File: src/rtl/stopwatch_ctrl.sv
// stopwatch_ctrl: input conditioning, pause/adjust mode FSM and
// single-clock increment, clear and blink enables for the min:sec counter.
module stopwatch_ctrl #(
    parameter int DB_CYCLES = 2000000,
    parameter int RUN_DIV   = 100000000,
    parameter int ADJ_DIV   = 50000000,
    parameter int BLINK_DIV = 25000000
) (
    input  logic       clk,
    input  logic       rst,
    input  logic       rst_button,
    input  logic       pause_button,
    input  logic       adj_switch,
    input  logic       sel_switch,
    output logic       sec_inc,
    output logic       min_inc,
    output logic       carry_en,
    output logic       cnt_clr,
    output logic       paused,
    output logic [1:0] mode,
    output logic       blink_min,
    output logic       blink_sec
);
    localparam int DBW = $clog2(DB_CYCLES + 1);
    localparam int RW  = $clog2(RUN_DIV + 1);
    localparam int AW  = $clog2(ADJ_DIV + 1);
    localparam int BW  = $clog2(BLINK_DIV + 1);

    typedef enum logic [1:0] {
        RUN     = 2'd0,
        PAUSED  = 2'd1,
        ADJ_MIN = 2'd2,
        ADJ_SEC = 2'd3
    } mode_e;

    logic [3:0]     raw, s1_q, s2_q, db_q, db_d;
    logic [DBW-1:0] dbc_q [4];
    logic [DBW-1:0] dbc_d [4];
    logic [1:0]     prev_q;
    mode_e          state_q, state_d;
    logic           paused_q, paused_d;
    logic [RW-1:0]  run_q, run_d;
    logic [AW-1:0]  adj_q, adj_d;
    logic [BW-1:0]  blk_q, blk_d;
    logic           phase_q, phase_d;
    logic           sec_q, sec_d, min_q, min_d;
    logic           carry_q, carry_d, clr_q, clr_d;
    logic           bmin_q, bmin_d, bsec_q, bsec_d;
    logic           clr_edge, pause_edge, run_tick, adj_tick;

    // bit 0 clear, 1 pause, 2 adjust, 3 select
    assign raw = {sel_switch, adj_switch, pause_button, rst_button};

    always_comb begin
        db_d = db_q;
        for (int i = 0; i < 4; i++) begin
            dbc_d[i] = '0;
            if (s2_q[i] != db_q[i]) begin
                if (dbc_q[i] == DBW'(DB_CYCLES - 1))
                    db_d[i] = s2_q[i];
                else
                    dbc_d[i] = dbc_q[i] + 1'b1;
            end
        end
    end

    always_comb begin
        clr_edge   = db_q[0] & ~prev_q[0];
        pause_edge = db_q[1] & ~prev_q[1];

        paused_d = paused_q;
        if (clr_edge)
            paused_d = 1'b0;
        else if (pause_edge)
            paused_d = ~paused_q;

        state_d = RUN;
        if (db_q[2])
            state_d = db_q[3] ? ADJ_SEC : ADJ_MIN;
        else if (paused_d)
            state_d = PAUSED;

        // prescalers only advance while the mode is stable
        run_d    = run_q;
        run_tick = 1'b0;
        if (clr_edge) begin
            run_d = '0;
        end else if (state_q == RUN && state_d == RUN) begin
            if (run_q == RW'(RUN_DIV - 1)) begin
                run_d    = '0;
                run_tick = 1'b1;
            end else begin
                run_d = run_q + 1'b1;
            end
        end

        adj_d    = adj_q;
        adj_tick = 1'b0;
        if (state_d[1] && state_d != state_q) begin
            adj_d = '0;
        end else if (state_q[1] && state_d == state_q) begin
            if (adj_q == AW'(ADJ_DIV - 1)) begin
                adj_d    = '0;
                adj_tick = 1'b1;
            end else begin
                adj_d = adj_q + 1'b1;
            end
        end

        blk_d   = blk_q + 1'b1;
        phase_d = phase_q;
        if (blk_q == BW'(BLINK_DIV - 1)) begin
            blk_d   = '0;
            phase_d = ~phase_q;
        end

        sec_d   = ~clr_edge & (run_tick | (adj_tick & (state_q == ADJ_SEC)));
        min_d   = ~clr_edge & adj_tick & (state_q == ADJ_MIN);
        carry_d = (state_d == RUN);
        clr_d   = clr_edge;
        bmin_d  = (state_d == ADJ_MIN) & phase_d;
        bsec_d  = (state_d == ADJ_SEC) & phase_d;
    end

    always_ff @(posedge clk) begin
        if (rst) begin
            s1_q     <= '0;
            s2_q     <= '0;
            db_q     <= '0;
            prev_q   <= '0;
            for (int i = 0; i < 4; i++)
                dbc_q[i] <= '0;
            state_q  <= RUN;
            paused_q <= 1'b0;
            run_q    <= '0;
            adj_q    <= '0;
            blk_q    <= '0;
            phase_q  <= 1'b0;
            sec_q    <= 1'b0;
            min_q    <= 1'b0;
            carry_q  <= 1'b0;
            clr_q    <= 1'b0;
            bmin_q   <= 1'b0;
            bsec_q   <= 1'b0;
        end else begin
            s1_q     <= raw;
            s2_q     <= s1_q;
            db_q     <= db_d;
            prev_q   <= db_q[1:0];
            for (int i = 0; i < 4; i++)
                dbc_q[i] <= dbc_d[i];
            state_q  <= state_d;
            paused_q <= paused_d;
            run_q    <= run_d;
            adj_q    <= adj_d;
            blk_q    <= blk_d;
            phase_q  <= phase_d;
            sec_q    <= sec_d;
            min_q    <= min_d;
            carry_q  <= carry_d;
            clr_q    <= clr_d;
            bmin_q   <= bmin_d;
            bsec_q   <= bsec_d;
        end
    end

    assign sec_inc   = sec_q;
    assign min_inc   = min_q;
    assign carry_en  = carry_q;
    assign cnt_clr   = clr_q;
    assign paused    = paused_q;
    assign mode      = state_q;
    assign blink_min = bmin_q;
    assign blink_sec = bsec_q;

endmodule

File: config.mk
export PLATFORM = sky130hd
export DESIGN_NAME = stopwatch_ctrl
export DESIGN_NICKNAME = d
export VERILOG_FILES = /design/src/rtl/stopwatch_ctrl.sv
export SDC_FILE = /design/constraint.sdc
export NUM_CORES = 1
export LEC_CHECK = 0
export BUFFER_PORTS_ARGS = -buffer_cell sky130_fd_sc_hd__buf_4
export CAP_MARGIN = 20
export CORE_MARGIN = 2
export CORE_UTILIZATION = 48
export CTS_CLUSTER_SIZE = 10
export DETAILED_ROUTE_END_ITERATION = 6
export PLACE_DENSITY = 0.75
export SLEW_MARGIN = 30
export SYNTH_ARGS = -nofsm -noshare
export SYNTH_HDL_FRONTEND = slang
export SYNTH_SLANG_ARGS = --single-unit
File: constraint.sdc
create_clock -name clk -period 1.7 [get_ports clk]
set_input_delay 0.085 -clock clk [delete_from_list [all_inputs] [get_ports clk]]
set_output_delay 0.085 -clock clk [all_outputs]
set_load 0.005 [all_outputs]
* Word-level counts from Yosys, hierarchy flattened *
Memory sizes are Yosys's and may differ from the RTL's.
Index checks and enable logic that the tools add are counted.

storage, ports and cells
  memory bits (writable) = 84
  memories = 1
  flip-flop bits (word level) = 102
  output and inout bits = 9
  bits of input ports = 6
  logic and storage cells = 103

cells by class
  equal/unequal tests = 17
  add/sub/neg operators = 7
  bitwise gates (word level) = 18
  muxes and demuxes = 29
  reductions and logical operators = 12

memory list
  name   depth  bits a word  read ports  clocked after memory_dff  wr ports  line  source
  dbc_q  4      21           4           0                         4         37    logic [DBW-1:0] dbc_q [4];

operators with widths
  operator                 count
  $mux W21                 12
  $add A21 B1 Y21 const B  4
  $eq A21 B21 Y1 const B   4
  $add A27 B1 Y27 const B  1
  $eq A27 B27 Y1 const B   1
  $mux W27                 1
  $add A26 B1 Y26 const B  1
  $eq A26 B26 Y1 const B   1
  $mux W26                 1
  $add A25 B1 Y25 const B  1
  $eq A25 B25 Y1 const B   1
  $mux W1                  14
  $and A1 B1 Y1            8
  $eq A2 B2 Y1 const B     4
  $reduce_and A2 Y1        4
  $reduce_or A2 Y1         3
  $not A1 Y1               5
  $or A1 B1 Y1             5
  $logic_not A2 Y1         2
  $ne A1 B1 Y1             4
  $logic_and A1 B1 Y1      3
  $eq A2 B2 Y1             1
  $mux W2                  1
  $ne A2 B2 Y1             1

* Depth between registers and ports, before layout *
Gate-level depths: netlist of run 1.

  depth in word-level cells = 13
  gate-level depth with buffers = 8
  depth with buffers taken out = 6

* Least setup slack after synthesis of run 1 *
Ideal clock, no wire load.

  path type = flip-flop to flip-flop
  start = reg state_q[1] (netlist: mode[1])
  end = reg run_q[19]
  setup time = 0.125 ns
  buffers on the path = 2
  cell stages (with the launch flop) = 8
  required time = 1.575 ns
  slack = -0.047 ns
  arrival time = 1.622 ns
  path through = dfxtp_1 -> nor2_2 -> and4_1 -> buf_6 -> o2111ai_4 -> o31ai_4 -> buf_6 -> a21oi_1

on the way
  word-level cells in the longest chain between the ends = 2

ends and longest elaborated chain
  element                 line  source
  from (decl)             40    mode_e state_q, state_d;
  from (signal assigned)  152   state_q <= state_d;
  $logic_not A2 Y1        88    end else if (state_q == RUN && state_d == RUN) begin
  $logic_and A1 B1 Y1     88
  to (signal assigned)    154   run_q <= run_d;
  to (decl)               42    logic [RW-1:0] run_q, run_d;

Every way passes these cells.
A chain may end at the register's enable or synchronous reset.

* Final worst setup path of run 1 *
  start = reg run_q[0]
  end = reg run_q[18]

on the way
  word-level cells in the longest chain between the ends = 2
  elaborated cells between the ends (all ways) = 3

ends and longest elaborated chain
  element                                                   line    source
  $add A27 B1 Y27 / $eq A27 B27 Y1 (equally long branches)  93, 89
  $mux W27 *                                                89      if (run_q == RW'(RUN_DIV - 1)) begin

Every way passes the cells marked *; elsewhere a longest branch is shown, timed or not.

==> run summary, run 1 <==
status -> finished, violations left
failing checks -> negative setup slack
WP data required -> 2060 ps
1st-iter DRT viols -> 278
RSZ-0062 raised after global routing -> yes
Worst-Skew Late Latency -> 440 ps
initial antenna violation count -> 0
EDFF count, synth -> 0
PD cells -> 828 mW/mm^2
setup TNS -> -66.8 ps
# fillers -> 1342
boundary pin count -> 15
synth-to-layout area growth -> 26.9%
Syn Area/Cell -> 8.83 sq um
core area -> 0.0166 sq mm
Top FF cell, synth -> dfxtp_1
WL/cell -> 13.7 microns
Yosys warnings -> 0
grt total ovfl -> 0
MaxCap Viol Count -> 0
Synth Instances -> 926
hpwl dp -> 10700 microns
Min-Delay Path Class -> in -> reg
PortBufs -> 14
kind of critical path -> reg -> reg
Slew Limit Headroom -> 71.9%
DIE AREA -> 0.0181 sq mm
Pre-Repair DR Iteration Count -> 4
crit start category -> flip-flop
# DRC -> 0
die height -> 135 microns
row count -> 47
Max clock buf depth -> 2
CTS tree -> built
CTS Sinks -> 186
Post-synth ARST share -> 0%
Critical Path AT -> 2110 ps
sequential area share after synthesis -> 45.5%
Yosys top cell by area -> dfxtp_1
post-synthesis cell type count -> 53
final setup vio count -> 4
Total Nets Final -> 1044
most common library cells after synthesis -> nor2_1 (190), dfxtp_1 (186), xor2_1 (82)
LEAKAGE -> 3.54 nW
synthesis-stage register bit count -> 186
H-tree depth -> 4
syn nets -> 939
Slew @ Worst Pin -> 421 ps
Total GRT Usage -> 18.1%
first-pass GRT wire length -> 27000 microns
CP Capture Type -> flip-flop
VDD IR max -> 0.788 mV
final hold viol count -> 0
Multi-input gate area -> 0.00463 sq mm
Synth Cell Area -> 0.00818 sq mm
sequential standard cell area -> 0.00376 sq mm
share of the synthesized area in the top cell type -> 45.5%
Final WS setup -> -52.9 ps
Die X-Extent -> 135 microns
routability congestion estimate -> 0.880
starting density of the core -> 49.1%
post-route ant nets -> 0
total number of vias -> 6649
Final Cycle Share -> 103%
worst-path maximum fanout -> 12
most common cell in the netlist -> nor2_1
Setup Skew -> 9.45 ps
ranking of synthesized cells by area -> dfxtp_1 (46%), xor2_1 (8.8%), nor2_1 (8.7%)
layout cells sized above 1 -> 25.1%
# diodes -> 0
Post-Place Cells -> 1219
Final Non-Filler Cells -> 1264
CTS clk-pin slew, worst paths -> 80 ps
root buf cell -> clkbuf_16
fmax -> 570 MHz
max-slew violation count -> 0
post-layout min period -> 1750 ps
final wirelength -> 17300 microns
CTS buffer count -> 17
vias per cell -> 5.26
vias in the first global route -> 6120
largest net degree at the start of global routing -> 33
[per-layer routing]
metal / GRT usage [%] / vias up / share of wire [%]
met5: 0 / - / 0
met4: 7.08 / 0 / 1.4
met3: 3.72 / 22 / 2.8
met2: 30.1 / 92 / 49
met1: 23.1 / 3146 / 47
li1: - / 3389 / -
[layout make-up]
| cell class | instances | area share [%] |
|---|---|---|
| clock buffers | 17 | 4.10 |
| clock inverters | 15 | 1.65 |
| inverters | 16 | 0.591 |
| multi-input cells | 692 | 44.7 |
| flip-flops and latches | 186 | 36.2 |
| well taps | 220 | 2.65 |
| repair buffers | 118 | 10.1 |
[repair_timing]
action,4_1_cts,5_1_grt
cloned,0,8
gates resized for setup,3,121
endpoints found under the setup margin,26,136
hold buffers,4,0
pin swaps,1,45
buffers inserted,0,1
endpoints found under the hold margin,4,0
[worst max-delay path, cell delays in order (launching register included)]
cell	delay [ps]
dfxtp_1	390
ha_1	200
and4_4	270
o211ai_1	100
buf_4	180
or3_1	370
a21oi_1	170
[final timing paths]
| path | start | to | slack (ps) | depth (start not counted) |
|---|---|---|---|---|
| setup / recovery | run_q[0] | run_q[18] | -50 | 6 |
| hold / removal | rst | s2_q[2] | 60 | 2 |
| setup reg to reg | run_q[0] | run_q[18] | -50 | 6 |
| hold reg to reg | dbc_q[0][0] | dbc_q[0][0] | 430 | 1 |
[sequential cells by signal, summed over array words and instances (netlist names)]
name and count:
prev_q 2, phase_q 1, carry_en 1, s2_q 4, paused 1, s1_q 4
run_q 27, blink_min 1, cnt_clr 1, blink_sec 1, db_q 4, mode 2
min_inc 1, blk_q 25, sec_inc 1, adj_q 26, dbc_q 84
[placed cells by master, fill, tap and decap left out, types with 6 or more instances in the layout]
master     instances
a21oi_1           18
and2_1             6
and3_1            11
and4_1             9
buf_4             99
clkbuf_16         21
dfxtp_1          161
dfxtp_2           23
ha_1               6
inv_1             15
inv_8              8
nand2_1           53
nand3_1           63
nand4_1           42
nor2_1           161
nor2_2            16
nor2_4            14
nor2b_1           13
nor3_1            16
nor4_2            13
o211ai_1           6
o21ai_0           19
or3_1             17
xnor2_1           56
xor2_1            78
[cells by family (layout without fill, tap and decap cells)]
logic type	Yosys count	count (layout)	synth area share [%]
AO/OA/AOI/OAI	55	55	4.36
XOR/XNOR	140	140	15.2
adder cells (fa/ha/maj)	7	7	1.07
buffers and inverters	48	166	3.21
flip-flops	186	186	45.5
multiplexers	5	5	0.612
AND/OR/NAND/NOR	485	485	30.0
[metrics by stage]
stage                     hold slack [ps]  setup WS, ps  total power [mW]  utilization (%)  area (sq um)
after floorplan                       213          3.17              4.59                -          8180
after global placement                304          15.4              4.64             54.7          9110
after detailed placement              309         -19.2              4.65             54.7          9110
after CTS                            42.3          4.69              8.62             58.6          9750
after global routing                 52.8          -134              8.86             62.3         10400
final                                55.9         -52.9              8.59             62.3         10400
[power by group]
group	total, mW	internal, mW	switching [mW]
Sequential	4.39	4.38	0.0171
Clock	4.01	2.12	1.89
Combinational	0.188	0.0875	0.101
Power figures use the tool's default switching activity.
==> inputs of run 2 (changes only) <==
TNS_END_PERCENT = 100   (was default)
clock period = 1.5 ns   (was 1.7 ns; I/O delays follow)
==> run 2 against run 1 <==
Net effect:
- the flow still finishes with violations (negative setup slack)
- clock skew grew 1.6 ps
- routed wire length grew 70%
- global-route usage grew 5.1 points
- largest cell class unchanged
==> run summary, run 2 (synthesis results as in run 1) <==
# fillers -> 801 (-40%)
DIE AREA -> 0.0181 sq mm (unchanged)
core area -> 0.0166 sq mm (unchanged)
total number of vias -> 8281 (+25%)
row count -> 47 (unchanged)
Design Power -> 10.2 mW (+19%)
Slew Limit Headroom -> 36.4% (-35 points)
root buf cell -> clkbuf_16
Final WS setup -> -840 ps (-787 ps)
first-pass GRT wire length -> 34100 microns (+26%)
CTS clk-pin slew, worst paths -> 70 ps (about the same)
routability congestion estimate -> 0.848 (-3.5%)
Largest register FFs -> 84 (unchanged)
layout cells sized above 1 -> 52.2% (+27 points)
# diodes -> 0 (unchanged)
Area after DPL -> 0.0101 sq mm (+11%)
grt total ovfl -> 0 (unchanged)
status -> finished, violations left
Largest Register -> dbc_q
CP max-delay cell -> o21ai_0
worst-path maximum fanout -> 7 (-5)
vias in the first global route -> 7408 (+21%)
VDD IR max -> 0.953 mV (+21%)
starting density of the core -> 49.1% (unchanged)
WP data required -> 1780 ps (-280 ps)
most common cell after layout, fill and taps aside -> buf_4
post-layout min period -> 2340 ps (+587 ps)
Post-Place Cells -> 1319 (+8.2%)
Die X-Extent -> 135 microns (unchanged)
Final Cycle Share -> 156% (+53 points)
largest net degree at the start of global routing -> 27 (-18%)
# DRC -> 0 (unchanged)
cell chain of the critical path -> nand4_1, buf_4, nor3_2, buf_4, nand4_1, o21ai_0, a21oi_1
post-route ant nets -> 0 (unchanged)
Total Nets Final -> 1195 (+14%)
Largest regs -> dbc_q x84, run_q x27, adj_q x26
Max clock buf depth -> 2 (unchanged)
PD cells -> 775 mW/mm^2 (-6.4%)
Min-Delay Path Class -> in -> reg
WL/cell -> 20.8 microns (+52%)
MaxCap Viol Count -> 0 (unchanged)
Slew @ Worst Pin -> 944 ps (+523 ps)
setup TNS -> -30730 ps (-30660 ps)
Critical Path AT -> 2620 ps (+510 ps)
CTS tree -> built
R2R depth -> 7 (+1)
vias per cell -> 5.85 (+11%)
Worst R2R Setup Slack -> -840 ps (-790 ps)
max-slew violation count -> 0 (unchanged)
final wirelength -> 29400 microns (+70%)
synth-to-layout area growth -> 60.7%
RSZ-0062 raised after global routing -> yes
hpwl dp -> 11900 microns (+11%)
Design Area, Final -> 0.0131 sq mm (+27%)
crit start category -> flip-flop
final setup vio count -> 170 (+166)
Pre-Repair DR Iteration Count -> 5 (+1)
Multi-input gate area -> 0.00591 sq mm (+28%)
max incr delay on CP -> 790 ps (+400 ps)
CTS buffer count -> 17 (unchanged)
initial antenna violation count -> 0 (unchanged)
PortBufs -> 14 (unchanged)
final hold viol count -> 0 (unchanged)
fmax -> 427 MHz (-25%)
Setup Skew -> 11.0 ps (+1.58 ps)
Total GRT Usage -> 23.2% (+5.1 points)
die height -> 135 microns (unchanged)
CTS Sinks -> 186 (unchanged)
1st-iter DRT viols -> 647 (+130%)
CP Capture Type -> flip-flop
Final Non-Filler Cells -> 1415 (+12%)
most frequent cells in the layout -> buf_4 (223), dfxtp_1 (111), nor2_1 (85), xor2_1 (67), nor2_4 (65)
Hold Path Depth -> 2 (unchanged)
H-tree depth -> 4 (unchanged)
LEAKAGE -> 4.77 nW (+35%)
sequential standard cell area -> 0.00385 sq mm (+2.4%)
Worst-Skew Late Latency -> 460 ps (+20 ps)
Fin Hold WS -> 27.0 ps (-28.9 ps)
boundary pin count -> 15 (unchanged)
failing checks -> negative setup slack
kind of critical path -> reg -> reg
[run 2: cell count changes in the layout (fill, tap and decap cells not counted), sizes merged]
| cell | change |
|---|---|
| buf | +148 |
| clkbuf | +8 |
| bufinv | +2 |
| clkinv | +2 |
| clkinvlp | +2 |
| inv | -11 |
[run 2: final cells by class]
type	count	area share, %
inverters	16	0.571
repair buffers	269	18.3
clock inverters	10	1.07
well taps	220	2.10
flip-flops and latches	186	29.3
clock buffers	22	3.69
multi-input cells	692	45.0
[run 2: path summary, 6_finish.rpt]
kind          endpoint      start
max reg2reg  run_q[23]  run_q[10]
min reg2reg    s2_q[3]    s1_q[3]
max          run_q[23]  run_q[10]
min            db_q[3]        rst
[run 2: where the power goes]
group / internal, mW / switching, mW / total, mW / leakage (nW)
clock network: 2.80 / 2.04 / 4.84 / 0.298
registers: 4.94 / 0.0215 / 4.96 / 1.54
logic: 0.180 / 0.198 / 0.378 / 2.93
[run 2: metrics by stage]
stage	setup WS (ps)	util (%)
CTS	-197	69.3
global route	-821	78.9
global placement	-152	60.5
detailed placement	-256	60.5
finish	-840	78.9
floorplan	-162	-
[run 2: metal layers]
| metal | up-vias | part of all wire (%) | GRT usage [%] | wire, microns |
|---|---|---|---|---|
| li1 | 3694 | - | - | - |
| met2 | 388 | 54 | 42.0 | 15700 |
| met4 | 0 | 5.2 | 10.9 | 1530 |
| met1 | 4062 | 37 | 26.5 | 10800 |
| met3 | 137 | 4.6 | 4.20 | 1350 |
| met5 | - | 0 | 0 | 0 |
[run 2: what timing repair did]
item | 4_1_cts | 5_1_grt
setup buffers | 25 | 29
gates cloned | 9 | 8
resized for setup | 120 | 333
pin swaps | 55 | 161
setup endpoints to repair | 154 | 169
hold buffers | 4 | 0
endpoints found under the hold margin | 4 | 0
[run 2: worst max-delay path, delay by kind of cell (launching register included)]
kind	cells	cell delay, ps
AOI/OAI and AO/OA	2	950
buffers and inverters	2	360
DFF	1	380
and+or+nand+nor	3	480
==> inputs of run 3 (changes only) <==
ABC_AREA = 1   (was default)
RECOVER_POWER = 100   (was default)
==> run 3 against run 2 <==
Net effect:
- the flow still finishes with violations (negative setup slack)
- worst setup slack better by 710 ps
- combinational power is 21% lower
- global-route usage is 0.75 points lower
- critical endpoint is now dbc_q[0][8]
- highest routed layer unchanged
==> run summary, run 3 <==
status -> finished, violations left
failing checks -> negative setup slack
CTS clk-pin slew, worst paths -> 70 ps (about the same)
most frequent cells in the layout -> nand2_1 (335), nor2_1 (189), buf_4 (156), inv_1 (133), dfxtp_1 (108)
Total Nets Final -> 1692 (+42%)
max incr delay on CP -> 360 ps (-430 ps)
WL/cell -> 14.5 microns (-30%)
WP data required -> 1830 ps (+50 ps)
EDFF count, synth -> 0 (unchanged)
layout cells sized above 1 -> 36.6% (-16 points)
fmax -> 615 MHz (+44%)
Synth Instances -> 1473 (+59%)
boundary pin count -> 15 (unchanged)
CTS buffer count -> 17 (unchanged)
Pre-Repair DR Iteration Count -> 6 (+1)
# DRC -> 0 (unchanged)
Largest register FFs -> 84 (unchanged)
min-delay src -> rst
Die X-Extent -> 148 microns (+10%)
grt total ovfl -> 0 (unchanged)
crit start category -> flip-flop
Syn Area/Cell -> 6.78 sq um (-23%)
share of the synthesized area in the top cell type -> 37.3% (-8.2 points)
initial antenna violation count -> 0 (unchanged)
Fin Hold WS -> 93.9 ps (+66.9 ps)
vias in the first global route -> 9375 (+27%)
register share of total power -> 49.6% (+0.9 points)
PD cells -> 722 mW/mm^2 (-6.8%)
max-slew violation count -> 0 (unchanged)
Largest Register -> dbc_q
most common cell after layout, fill and taps aside -> nand2_1
Synth Cell Area -> 0.00998 sq mm (+22%)
combinational share of power -> 3.0% (-0.7 points)
internal power -> 7.75 mW (-2.2%)
most common library cells after synthesis -> nand2_1 (392), nor2_1 (249), dfxtp_1 (186)
post-layout min period -> 1630 ps (-714 ps)
LEAKAGE -> 5.27 nW (+11%)
syn nets -> 1486 (+58%)
cell chain of the critical path -> ha_4, nand2_4, nor3_4, nand4_1, nand3_4, clkbuf_16, nor3_2
starting density of the core -> 49.2% (about the same)
final setup vio count -> 38 (-78%)
Yosys warnings -> 0 (unchanged)
worst-path maximum fanout -> 5 (-2)
core area -> 0.0203 sq mm (+22%)
# diodes -> 0 (unchanged)
Final WS setup -> -126 ps (+714 ps)
final wirelength -> 28400 microns (-3.3%)
hpwl dp -> 17300 microns (+46%)
die height -> 148 microns (+10%)
Worst-Skew Late Latency -> 440 ps (-20 ps)
CP Capture Type -> flip-flop
H-tree depth -> 4 (unchanged)
RSZ-0062 raised after global routing -> yes
most common cell in the netlist -> nand2_1
Total GRT Usage -> 22.5% (-0.75 points)
largest net degree at the start of global routing -> 26 (-3.7%)
CTS Sinks -> 186 (unchanged)
CTS tree -> built
vias per cell -> 5.31 (-9.2%)
Critical Path AT -> 1950 ps (-670 ps)
Top FF cell, synth -> dfxtp_1
MaxCap Viol Count -> 0 (unchanged)
switch share -> 22.6% (+0.40 points)
synthesis-stage register bit count -> 186 (unchanged)
Largest regs -> dbc_q x84, run_q x27, adj_q x26
Setup Skew -> 13.9 ps (+2.87 ps)
clock power share -> 47.4% (about the same)
Slew Limit Headroom -> 70.1% (+34 points)
post-route ant nets -> 0 (unchanged)
row count -> 52 (+11%)
routability congestion estimate -> 0.939 (+11%)
sequential area share after synthesis -> 37.3% (-8.2 points)
# fillers -> 1580 (+97%)
PortBufs -> 14 (unchanged)
DIE AREA -> 0.0220 sq mm (+21%)
Post-Place Cells -> 1881 (+43%)
VDD IR max -> 0.723 mV (-24%)
total number of vias -> 10423 (+26%)
Min-Delay Path Class -> in -> reg
final hold viol count -> 0 (unchanged)
Slew @ Worst Pin -> 447 ps (-498 ps)
first-pass GRT wire length -> 41300 microns (+21%)
1st-iter DRT viols -> 663 (+2.5%)
Yosys top cell by area -> dfxtp_1
post-synthesis cell type count -> 41 (-23%)
Max clock buf depth -> 2 (unchanged)
Final Non-Filler Cells -> 1962 (+39%)
synth-to-layout area growth -> 38.9%
kind of critical path -> reg -> reg
Post-synth ARST share -> 0% (unchanged)
RR Startpoint -> dbc_q[0][1]
Worst Setup SP -> dbc_q[0][1]
Final Cycle Share -> 108% (-48 points)
root buf cell -> clkbuf_16
Worst R2R Setup Slack -> -130 ps (+710 ps)
P_sw -> 2.26 mW (+0.12%)
ranking of synthesized cells by area -> dfxtp_1 (37%), nand2_1 (15%), nor2_1 (9.4%)
CP max-delay cell -> dfxtp_2
==> run 3: cell count changes in the layout (fill, tap and decap cells not counted), sizes merged, moves of 24 or more <==
cell | before | now
inv | 15 | 163
nor3 | 21 | 62
xor2 | 82 | 44
nand2 | 55 | 403
nand3 | 67 | 91
nor2 | 191 | 273
a21oi | 19 | 87
xnor2 | 58 | 12
buf | 258 | 187
==> run 3: cell families after synthesis <==
logic type	after synthesis	synth area share [%]
AO/OA/AOI/OAI	106	6.22
AND/OR/NAND/NOR	934	43.0
XOR/XNOR	56	4.91
flip-flops	186	37.3
buffers and inverters	184	7.72
adder cells (fa/ha/maj)	7	0.877
==> run 3: through the flow <==
step / setup WS (ps) / cell area [sq um] / util, % / power, mW / setup TNS (ps)
6_report: -126 / 13900 / 68.3 / 10.0 / -2520
5_1_grt: -210 / 13900 / 68.3 / 10.3 / -9160
4_1_cts: -4.63 / 12400 / 61.0 / 10.0 / -4.78
3_5_place_dp: -90.5 / 11500 / 56.6 / 5.31 / -2510
3_3_place_gp: -56.5 / 11500 / 56.6 / 5.31 / -395
2_1_floorplan: 20.1 / 10000 / - / 5.21 / 0
==> run 3: cell type report <==
type | instances | area [sq um] | share of cell area (%)
well taps | 270 | 338 | 2.44
repair buffers | 212 | 1930 | 13.9
clock buffers | 18 | 429 | 3.09
multi-input cells | 1103 | 6510 | 47.0
clock inverters | 14 | 184 | 1.33
inverters | 159 | 622 | 4.48
flip-flops and latches | 186 | 3850 | 27.8
==> run 3: power groups by stage <==
| stage | sequential [mW] | clock, mW | combinational (mW) |
|---|---|---|---|
| 2_1_floorplan | 5.09 | 0 | 0.116 |
| 3_3_place_gp | 5.09 | 0 | 0.214 |
| 3_5_place_dp | 5.09 | 0 | 0.218 |
| 4_1_cts | 4.99 | 4.82 | 0.234 |
| 5_1_grt | 4.97 | 5.05 | 0.322 |
| 6_report | 4.97 | 4.75 | 0.300 |
==> run 3: final timing paths <==
path,endpoint,depth (start not counted)
max,dbc_q[0][8],7
min reg2reg,s2_q[2],2
min,db_q[0],3
max reg2reg,dbc_q[0][8],7
==> run 3: per-layer routing <==
| metal | up-vias | track usage (%) | routed length (microns) |
|---|---|---|---|
| met2 | 310 | 38.2 | 14200 |
| met3 | 69 | 3.87 | 1320 |
| met1 | 4922 | 29.2 | 12100 |
| met5 | - | 0 | 0 |
| met4 | 0 | 7.00 | 740 |
| li1 | 5122 | - | - |
==> run 3: critical path, delay by kind of cell (launching register included) <==
family / cells / cell delay (ps)
fa+ha+maj: 1 / 150
buf+inv: 1 / 190
flops: 1 / 360
simple gates: 5 / 810
==> run 3: timing repair <==
action                                 in CTS  in global routing
hold buffers                                4                  0
buffers inserted                            8                 29
setup endpoints to repair                 102                166
pin swaps                                  13                103
resized for setup                          59                333
gates cloned                                0                  9
endpoints found under the hold margin       4                  0
